<file path="src/rtl/clk_div_pkg.sv">
// Shared types and constants for the multi-channel clock divider.
// Latency: n/a (declarations only).
// Backpressure: n/a.
package clk_div_pkg;

    typedef enum logic [1:0] {
        LOCKWAIT = 2'd0,
        LOCKED   = 2'd1,
        APPLY    = 2'd2
    } fsm_state_t;

    localparam int DEF_NUM_CH      = 4;
    localparam int DEF_DIV_W       = 8;
    localparam int DEF_DIV_VAL     = 10;
    localparam int DEF_PHASE_VAL   = 0;
    localparam int DEF_LOCK_CYCLES = 16;

    // Channel index width; a single channel still needs a 1-bit select.
    function automatic int CH_IDX_W(input int n);
        return (n <= 1) ? 1 : $clog2(n);
    endfunction

endpackage

</file>
<file path="src/rtl/clk_div_ch.sv">
// One divider channel: wrap counter, clamped phase, enable pulse and square wave.
// Latency: outputs are registered, one refclk after the counter value they decode.
// Backpressure: none; restart forces counter and outputs to zero on the next edge.
module clk_div_ch #(
    parameter int DIV_W = 8
) (
    input  logic             refclk,
    input  logic             reset,
    input  logic [DIV_W-1:0] div,
    input  logic [DIV_W-1:0] phase,
    input  logic             restart,
    output logic             clk_en,
    output logic             clk_out
);

    logic [DIV_W-1:0] cnt;
    logic [DIV_W-1:0] div_m1;
    logic [DIV_W-1:0] p_eff;
    logic [DIV_W-1:0] rel;
    logic [DIV_W-1:0] half;
    logic             ch_on;

    // Phase clamp and phase-relative position; div=0 results are don't-care (gated below).
    always_comb begin
        ch_on  = (div != '0);
        div_m1 = div - DIV_W'(1);
        p_eff  = (phase > div_m1) ? div_m1 : phase;
        rel    = (cnt >= p_eff) ? (cnt - p_eff) : (cnt + div - p_eff);
        half   = div >> 1;
    end

    // Counter and registered outputs; a disabled channel sits at zero.
    always_ff @(posedge refclk) begin
        if (!reset || restart || !ch_on) begin
            cnt     <= '0;
            clk_en  <= 1'b0;
            clk_out <= 1'b0;
        end else begin
            cnt     <= (cnt >= div_m1) ? '0 : cnt + DIV_W'(1);
            clk_en  <= (cnt == p_eff);
            clk_out <= (rel < half);
        end
    end

endmodule

</file>
<file path="src/rtl/multi_clk_div.sv">
// Run-time reconfigurable N-channel clock divider with shadow config and lock qualifier.
// Latency: channel outputs 1 refclk after counter; commit takes 1 APPLY cycle, locked LOCK_CYCLES later.
// Backpressure: cfg_ready drops only during APPLY; writes stall there, commits there are ignored.
module multi_clk_div
    import clk_div_pkg::*;
#(
    parameter int NUM_CH      = DEF_NUM_CH,
    parameter int DIV_W       = DEF_DIV_W,
    parameter int DEF_DIV     = DEF_DIV_VAL,
    parameter int LOCK_CYCLES = DEF_LOCK_CYCLES
) (
    input  logic                          refclk,
    input  logic                          reset,
    input  logic                          cfg_valid,
    output logic                          cfg_ready,
    input  logic [CH_IDX_W(NUM_CH)-1:0]   cfg_ch,
    input  logic [DIV_W-1:0]              cfg_div,
    input  logic [DIV_W-1:0]              cfg_phase,
    input  logic                          cfg_commit,
    output logic [NUM_CH-1:0]             clk_en,
    output logic [NUM_CH-1:0]             clk_out,
    output logic                          locked
);

    localparam int               CH_W        = CH_IDX_W(NUM_CH);
    localparam int               LCNT_W      = $clog2(LOCK_CYCLES + 1);
    localparam logic [DIV_W-1:0] DEF_DIV_V   = DIV_W'(DEF_DIV);
    localparam logic [DIV_W-1:0] DEF_PHASE_V = DIV_W'(DEF_PHASE_VAL);

    fsm_state_t        state;
    fsm_state_t        next_state;
    logic [LCNT_W-1:0] lock_cnt;
    logic              wr_fire;
    logic              restart;

    logic [DIV_W-1:0]  sh_div    [NUM_CH];
    logic [DIV_W-1:0]  sh_phase  [NUM_CH];
    logic [DIV_W-1:0]  act_div   [NUM_CH];
    logic [DIV_W-1:0]  act_phase [NUM_CH];

    assign wr_fire = cfg_valid & cfg_ready;
    // Counters and outputs are held at zero on entry to and exit from APPLY.
    assign restart = (next_state == APPLY) || (state == APPLY);

    // Next-state and handshake/qualifier decode; commit wins over lock completion.
    always_comb begin
        next_state = state;
        cfg_ready  = 1'b1;
        locked     = 1'b0;
        case (state)
            LOCKWAIT: begin
                if (cfg_commit) begin
                    next_state = APPLY;
                end else if (lock_cnt == LCNT_W'(LOCK_CYCLES - 1)) begin
                    next_state = LOCKED;
                end
            end
            LOCKED: begin
                locked = 1'b1;
                if (cfg_commit) begin
                    next_state = APPLY;
                end
            end
            APPLY: begin
                cfg_ready  = 1'b0;
                next_state = LOCKWAIT;
            end
            default: next_state = LOCKWAIT;
        endcase
    end

    // State register.
    always_ff @(posedge refclk) begin
        if (!reset) begin
            state <= LOCKWAIT;
        end else begin
            state <= next_state;
        end
    end

    // Lock counter only runs in LOCKWAIT; cleared everywhere else so each entry starts at 0.
    always_ff @(posedge refclk) begin
        if (!reset || state != LOCKWAIT) begin
            lock_cnt <= '0;
        end else begin
            lock_cnt <= lock_cnt + LCNT_W'(1);
        end
    end

    // Shadow bank: accepted writes land here; out-of-range channel indices match nothing.
    always_ff @(posedge refclk) begin
        if (!reset) begin
            for (int i = 0; i < NUM_CH; i++) begin
                sh_div[i]   <= DEF_DIV_V;
                sh_phase[i] <= DEF_PHASE_V;
            end
        end else if (wr_fire) begin
            for (int i = 0; i < NUM_CH; i++) begin
                if (cfg_ch == CH_W'(i)) begin
                    sh_div[i]   <= cfg_div;
                    sh_phase[i] <= cfg_phase;
                end
            end
        end
    end

    // Active bank loads at the end of APPLY, so a write accepted with the commit is included.
    always_ff @(posedge refclk) begin
        if (!reset) begin
            for (int i = 0; i < NUM_CH; i++) begin
                act_div[i]   <= DEF_DIV_V;
                act_phase[i] <= DEF_PHASE_V;
            end
        end else if (state == APPLY) begin
            for (int i = 0; i < NUM_CH; i++) begin
                act_div[i]   <= sh_div[i];
                act_phase[i] <= sh_phase[i];
            end
        end
    end

    for (genvar g = 0; g < NUM_CH; g++) begin : g_ch
        clk_div_ch #(
            .DIV_W (DIV_W)
        ) u_ch (
            .refclk  (refclk),
            .reset   (reset),
            .div     (act_div[g]),
            .phase   (act_phase[g]),
            .restart (restart),
            .clk_en  (clk_en[g]),
            .clk_out (clk_out[g])
        );
    end

endmodule

</file>
<file path="config.mk">
export PLATFORM = sky130hd
export DESIGN_NAME = multi_clk_div
export DESIGN_NICKNAME = d
export VERILOG_FILES = /design/src/rtl/clk_div_pkg.sv /design/src/rtl/clk_div_ch.sv /design/src/rtl/multi_clk_div.sv
export SDC_FILE = /design/constraint.sdc
export NUM_CORES = 1
export LEC_CHECK = 0
export ABC_AREA = 1
export BUFFER_PORTS_ARGS = -buffer_cell sky130_fd_sc_hd__buf_2
export CORE_MARGIN = 1
export CORE_UTILIZATION = 50
export DETAILED_ROUTE_END_ITERATION = 6
export PLACE_DENSITY = 0.75
export SETUP_SLACK_MARGIN = 0.5
export SYNTH_ARGS = -nofsm -noshare
export SYNTH_HDL_FRONTEND = slang
export SYNTH_SLANG_ARGS = --single-unit
</file>
<file path="constraint.sdc">
create_clock -name refclk -period 4.36 [get_ports refclk]
set_input_delay 1.09 -clock refclk [delete_from_list [all_inputs] [get_ports refclk]]
set_output_delay 1.09 -clock refclk [all_outputs]
set_load 0.005 [all_outputs]
</file>
==> flow_summary_export.csv, run 1 <==
group,metric,value,unit
place,place_ws,-0.240,ns
setup_path,cp-start-kind,"flop",
route,viasPerCell,5.21,
timing,layout_setup_ws,-0.388,ns
timing,clock_skew,0.0171,ns
clocking,ctsRootBufferMaster,"clkbuf_16",
floorplan,fp.coreArea,26100,um^2
synthesis,synth-edff-count,128,
clocking,cts_max_path_buffers,2,
global_routing,gr-total-overflow,0,
power,vdd_drop_max,0.000356,V
synthesis,syn_nets,1835,
setup_path,critical_path_peak_fanout,7,
clocking,cts_sinks,175,
floorplan,io_pins,32,
clocking,cts_max_level,4,
outcome,violations,"setup timing",
setup_path,slowest_stage,"edfxtp_1",
outcome,status,"finished, violations left",
route,drc,0,
floorplan,die_h,165,um
route,wirelength,34300,um
timing,fin_crit_sh,1.09,
power,cellPowerDensity,356,nW/um^2
synthesis,netlist.area_leader.share,0.290,
synthesis,syn_area_per_cell,8.05,um^2
synthesis,yosys_register_bits,175,
route,ant_nets,0,
cells_and_area,fill_cells,2005,
timing,timing.setup.tns,-0.878,ns
synthesis,synth_area,13300,um^2
setup_path,worstPathRequired,4.73,ns
synthesis,netlist_instances,1647,
timing,setup_violations,4,
global_routing,grt_util_all_layers,0.252,
timing,rsz0062_at_grt,"true",
cells_and_area,fin_util,0.644,
cells_and_area,drive_gt1_frac,0.262,
cells_and_area,antenna_cells,0,
timing,fmax,211,MHz
place,portBuffers,31,
synthesis,synth_largest_area_cell,"edfxtp_1",
route,wire_per_inst,15.5,um
setup_path,end_kind,"flop",
synthesis,yosysSeqAreaShare,0.361,
floorplan,num_rows,59,
clocking,cts_buffers,17,
clocking,clk_transition_reported_paths,0.08,ns
floorplan,die_area,27200,um^2
global_routing,grt_pass1_vias,11000,
timing,tightest_slew,1.03,ns
setup_path,cpPeakStageDelay,0.52,ns
floorplan,start_util,0.509,
cells_and_area,design_area,16800,um^2
worst_hold_path,hold_class,"flop to flop",
cells_and_area,syn2layout_area_growth,26.4,%
synthesis,synth.area.top_cells,"edfxtp_1 29%, ha_1 13%, nand2_1 9.0%",
timing,drv_slew,0,
place,globalplace.congestion,0.931,
power,leakage,7.91,nW
route,drtIter0Drc,832,
clocking,cts_tree,"built",
synthesis,ys.warnings.count,0,
synthesis,netlist-cell-type-count,48,
global_routing,grt_max_degree,65,
synthesis,async_reset_ff_frac,0,
place,dp_hpwl,23600,um
global_routing,grt_pass1_wl,53400,um
job,cap_viol_max_count,0,
global_routing,grt_antenna_before_repair,0,
synthesis,synth_common_cells,"317 x nand2_1, 300 x inv_1, 204 x nor2_1",
setup_path,worstRegToRegCells,27,
route,firstDrtPassIters,5,
setup_path,path_buf_inv,3,
worst_hold_path,holdPathStages,1,
setup_path,crit_cells,27,
timing,slew_headroom,0.311,
timing,finalHoldViolCount,0,
cells_and_area,fin_nets,2048,
setup_path,cp.arrival,5.12,ns
synthesis,yosys_most_used_dff,"edfxtp_1",
clocking,worstSkewPairLatency,0.43,ns
setup_path,critPathKind,"flop to flop",
floorplan,die_x,165,um
route,vias,11500,
timing,fin_crit,4.75,ns
setup_path,critical_path.top_delay_family,"simple AND/OR/NAND/NOR gates",
place,placed_area,15000,um^2
synthesis,post-synth-top-count-cell,"nand2_1",
path summary, 6_finish.rpt:
kind	end	slack, ns	startpoint
max reg2reg	g_ch[0].u_ch.clk_out	-0.39	act_div[0][3]
min	lock_cnt[0]	0.46	lock_cnt[0]
max	g_ch[0].u_ch.clk_out	-0.39	act_div[0][3]
min reg2reg	lock_cnt[0]	0.46	lock_cnt[0]
metrics by stage:
step | instances | hold slack (ns) | total power, W
after floorplan | 1647 | 0.418 | 0.00335
after global placement | 2120 | 0.429 | 0.00383
after detailed placement | 2120 | 0.447 | 0.00391
after CTS | 2185 | 0.462 | 0.00576
after global routing | 2208 | 0.483 | 0.00633
final | 2208 | 0.461 | 0.00598
where the power goes:
part	internal [W]	leakage (nW)	switching [W]	total, W
Combinational	0.00104	5.92	0.00126	0.00230
Sequential	0.00187	1.67	0.0000588	0.00193
Clock	0.00103	0.315	0.000719	0.00175
Total	0.00394	7.91	0.00204	0.00598
timing repair:
action                                  CTS  global route
pin swaps                                38            74
setup buffers                            29            23
cloned                                    4             0
gates resized for setup                  66            91
endpoints found under the setup margin    4             4
hold buffers                              0             0
worst reg2reg max path, cell delays in order, from the launching register on:
cell and delay (ns):
edfxtp_1 0.52, buf_4 0.22, nor2_1 0.21, nand2_1 0.12, nor2_1 0.13, nand2_1 0.08
nand3_1 0.21, nand3_1 0.28, nand3_4 0.28, nand2_4 0.09, nand2_4 0.08, xor2_2 0.17
inv_2 0.07, ha_4 0.16, o21bai_1 0.20, ha_4 0.29, a21oi_1 0.18, nand2_1 0.12
a21oi_2 0.16, o21bai_1 0.11, xor2_1 0.15, o21ai_1 0.15, ha_1 0.26, a21oi_1 0.17
o211ai_1 0.12, inv_2 0.06, nand2_2 0.04, nor2_1 0.07
area by class of cell:
type / count / area [um^2] / area share
Clock buffer: 17 / 425 / 0.0254
Clock inverter: 15 / 228 / 0.0136
Inverter: 322 / 1230 / 0.0733
Multi-Input combinational cell: 1130 / 8160 / 0.486
Timing Repair inverter: 1 / 3.75 / 0.000224
Timing Repair Buffer: 213 / 1530 / 0.0912
Tap cell: 335 / 419 / 0.0250
Sequential cell: 175 / 4780 / 0.285
metal layers:
layer,part of all wire,vias up,global-route usage
li1,-,5681,-
met1,0.42,5332,0.316
met2,0.50,406,0.435
met3,0.054,88,0.0369
met4,0.032,0,0.102
met5,0,-,0
cells by family after synthesis:
group                      Yosys count  share of synthesized area
and+or+nand+nor                    712                      0.243
AOI/OAI and AO/OA                  176                     0.0756
xor gates and xnor gates            71                     0.0480
adders and majority gates          166                      0.170
buffers and inverters              345                      0.101
muxes                                2                    0.00151
DFF                                175                      0.361
layout by cell type (no fill, tap or decap), types with 27 or more instances in the layout:
cell type	Yosys	routed
nand2_1	317	288
inv_1	300	279
nor2_1	204	201
buf_4	9	180
edfxtp_1	128	128
ha_1	142	107
nand3_1	67	66
dfxtp_1	47	47
a21oi_1	61	43
nand2_2	24	42
xor2_1	49	42
inv_2	18	36
ha_4	0	34
buf_2	0	31
o21ai_0	55	27
state kept, by name, indices dropped and copies added (netlist names):
name and cells:
act_div 32, act_phase 32, g_ch.u_ch.clk_en 4, g_ch.u_ch.clk_out 4, g_ch.u_ch.cnt 32, lock_cnt 5, sh_div 32, sh_phase 32
state 2
Note: power is estimated with default switching activity, not from simulation.
==> run 2: changes to the inputs <==
- CORE_UTILIZATION: 50 -> 55
- PLACE_DENSITY: 0.75 -> 0.8
==> run 2 against run 1 <==
Compared with the run above:
- non-clock buffer count is 19 lower
- sequential share of layout area rose by 0.85 points
- highest routed layer unchanged
- register-to-register slack better by 0.04 ns
- sequential cell count is the same
- clock skew fell by 0.0027 ns
- power fell by 4.6%
- critical path type unchanged
- routed wire length down 5.4%
- the flow still finishes with violations (setup timing)
- die area down 9.0%
- sequential power hardly changed
- clock power down 11%
- final cell count down 1.6%
==> flow_summary_export.csv, run 2 (same netlist as run 1, synthesis figures left out) <==
group,metric,value,unit
power,pwr-share-clk,0.274,
timing,fin_crit_sh,1.08,
setup_path,slowest_stage,"edfxtp_1",
route,viasPerCell,5.25,
clocking,worstSkewPairLatency,0.45,ns
setup_path,cpPeakStageDelay,0.44,ns
timing,layout_setup_ws,-0.347,ns
clocking,hold_buffers,0,
setup_path,crit_top_cell,"nand2_1",
outcome,violations,"setup timing",
route,ant_nets,0,
floorplan,die_area,24700,um^2
floorplan,num_rows,56,
timing,slew_headroom,0.320,
global_routing,gr-total-overflow,0,
clocking,cts_tree,"built",
cells_and_area,syn2layout_area_growth,22.8,%
global_routing,grt_pass1_wl,51000,um
floorplan,start_util,0.563,
clocking,cts_max_level,4,
setup_path,r2r_end,"g_ch[0].u_ch.clk_out",
timing,finalHoldViolCount,0,
floorplan,fp.coreArea,23500,um^2
place,placed_area,14900,um^2
power,combPwrFrac,0.389,
timing,setup_violations,4,
cells_and_area,drive_gt1_frac,0.237,
setup_path,reg2reg_from,"act_div[0][0]",
cells_and_area,design_area,16300,um^2
cells_and_area,final_cells,2173,
setup_path,cp.arrival,5.04,ns
route,drc,0,
timing,clock_skew,0.0144,ns
floorplan,die_x,157,um
global_routing,grt_util_all_layers,0.265,
route,vias,11400,
place,globalplace.congestion,0.941,
power,p_sw,0.00202,W
power,internal_power,0.00368,W
global_routing,grt_pass1_vias,10900,
floorplan,die_h,157,um
timing,rsz0062_at_grt,"true",
clocking,cts_max_path_buffers,2,
timing,tightest_slew,1.02,ns
setup_path,worstPathRequired,4.70,ns
timing,fmax,212,MHz
global_routing,grt_antenna_before_repair,0,
worst_hold_path,hold_class,"flop to flop",
power,vdd_drop_max,0.000233,V
setup_path,startpoint,"act_div[0][0]",
cells_and_area,fill_cells,1664,
clocking,cts_sinks,175,
setup_path,end_kind,"flop",
setup_path,critical_path_peak_fanout,6,
timing,drv_slew,0,
setup_path,rrSetupSlack,-0.35,ns
clocking,cts_buffers,17,
outcome,status,"finished, violations left",
floorplan,io_pins,32,
global_routing,grt_max_degree,65,
job,cap_viol_max_count,0,
setup_path,critPathCapture,"g_ch[0].u_ch.clk_out",
place,place_inst,2094,
power,cellPowerDensity,350,nW/um^2
cells_and_area,fin_nets,2029,
power,p_seq_frac,0.337,
setup_path,cp-start-kind,"flop",
route,wirelength,32400,um
cells_and_area,antenna_cells,0,
setup_path,worstRegToRegCells,35,
route,drtIter0Drc,843,
cells_and_area,final_common_cell,"nand2_1",
place,dp_hpwl,23300,um
setup_path,critPathKind,"flop to flop",
cells_and_area,final_cell_mix,"298 x nand2_1, 280 x inv_1, 201 x nor2_1",
route,firstDrtPassIters,7,
clocking,clk_transition_reported_paths,0.08,ns
timing,fin_crit,4.71,ns
power,swShare,0.354,
power,leakage,7.73,nW
place,portBuffers,31,
clocking,ctsRootBufferMaster,"clkbuf_16",
route,wire_per_inst,14.9,um
[run 2: cell count changes in the layout (fill, tap and decap cells not counted), moves of 4 or more]
| cell | before | now |
|---|---|---|
| ha_4 | 34 | 29 |
| nand2_4 | 22 | 15 |
| ha_1 | 107 | 113 |
| o21ai_0 | 27 | 31 |
| clkinv_8 | 0 | 4 |
| inv_6 | 7 | 3 |
| buf_4 | 180 | 161 |
| a21oi_2 | 17 | 11 |
| a21oi_1 | 43 | 50 |
| bufinv_16 | 5 | 0 |
| nand2_1 | 288 | 298 |
[run 2: power groups by stage]
stage	sequential, W	combinational, W	clock (W)
after floorplan	0.00194	0.00141	0
after global placement	0.00195	0.00186	0
after detailed placement	0.00195	0.00194	0
after CTS	0.00192	0.00204	0.00158
after global routing	0.00193	0.00249	0.00165
final	0.00192	0.00221	0.00156
[run 2: area by class of cell]
| type | count | area [um^2] | area share |
|---|---|---|---|
| clock buffers | 18 | 450 | 0.0277 |
| clock inverters | 14 | 166 | 0.0102 |
| inverters | 322 | 1220 | 0.0750 |
| multi-input cells | 1130 | 7870 | 0.483 |
| flip-flops and latches | 175 | 4780 | 0.294 |
| well taps | 319 | 399 | 0.0245 |
| repair buffers | 194 | 1400 | 0.0857 |
| repair inverters | 1 | 3.75 | 0.000230 |
[run 2: routing by layer]
layer | track usage | routed length (um)
met5 | 0 | 0
met3 | 0.0388 | 1600
met4 | 0.104 | 956
met1 | 0.327 | 13700
met2 | 0.466 | 16200
[run 2: how the worst min path moves through the flow]
| stage | from | end | cells after the start |
|---|---|---|---|
| after floorplan | lock_cnt[0] | lock_cnt[0] | 1 |
| after global placement | lock_cnt[0] | lock_cnt[0] | 1 |
| after detailed placement | g_ch[2].u_ch.cnt[0] | g_ch[2].u_ch.cnt[0] | 1 |
| after CTS | g_ch[2].u_ch.cnt[0] | g_ch[2].u_ch.cnt[0] | 1 |
| after global routing | lock_cnt[0] | lock_cnt[0] | 1 |
| final | g_ch[2].u_ch.cnt[0] | g_ch[2].u_ch.cnt[0] | 1 |
[run 2: critical path: cells and delay by family (launching register included)]
| family | cells | cell delay, ns |
|---|---|---|
| buf+inv | 8 | 0.67 |
| compound gates | 5 | 0.55 |
| simple gates | 15 | 1.31 |
| flops | 1 | 0.44 |
| fa+ha+maj | 6 | 1.52 |
| xor+xnor | 1 | 0.11 |
[run 2: what timing repair did]
item	4_1_cts	5_1_grt
gates resized for setup	46	53
cloned	4	0
setup endpoints to repair	4	4
pin swaps	37	61
buffers inserted	24	19
[run 2: through the flow]
step           TNS [ns]  setup WS, ns  hold slack [ns]  utilization  power (W)
2_1_floorplan         0         0.112            0.418            -    0.00335
3_3_place_gp    -0.0358       -0.0358            0.428        0.632    0.00381
3_5_place_dp     -0.628        -0.215            0.451        0.632    0.00389
4_1_cts          -0.187        -0.170            0.468        0.675    0.00554
5_1_grt           -1.85        -0.637            0.492        0.692    0.00606
6_report         -0.558        -0.347            0.464        0.692    0.00570
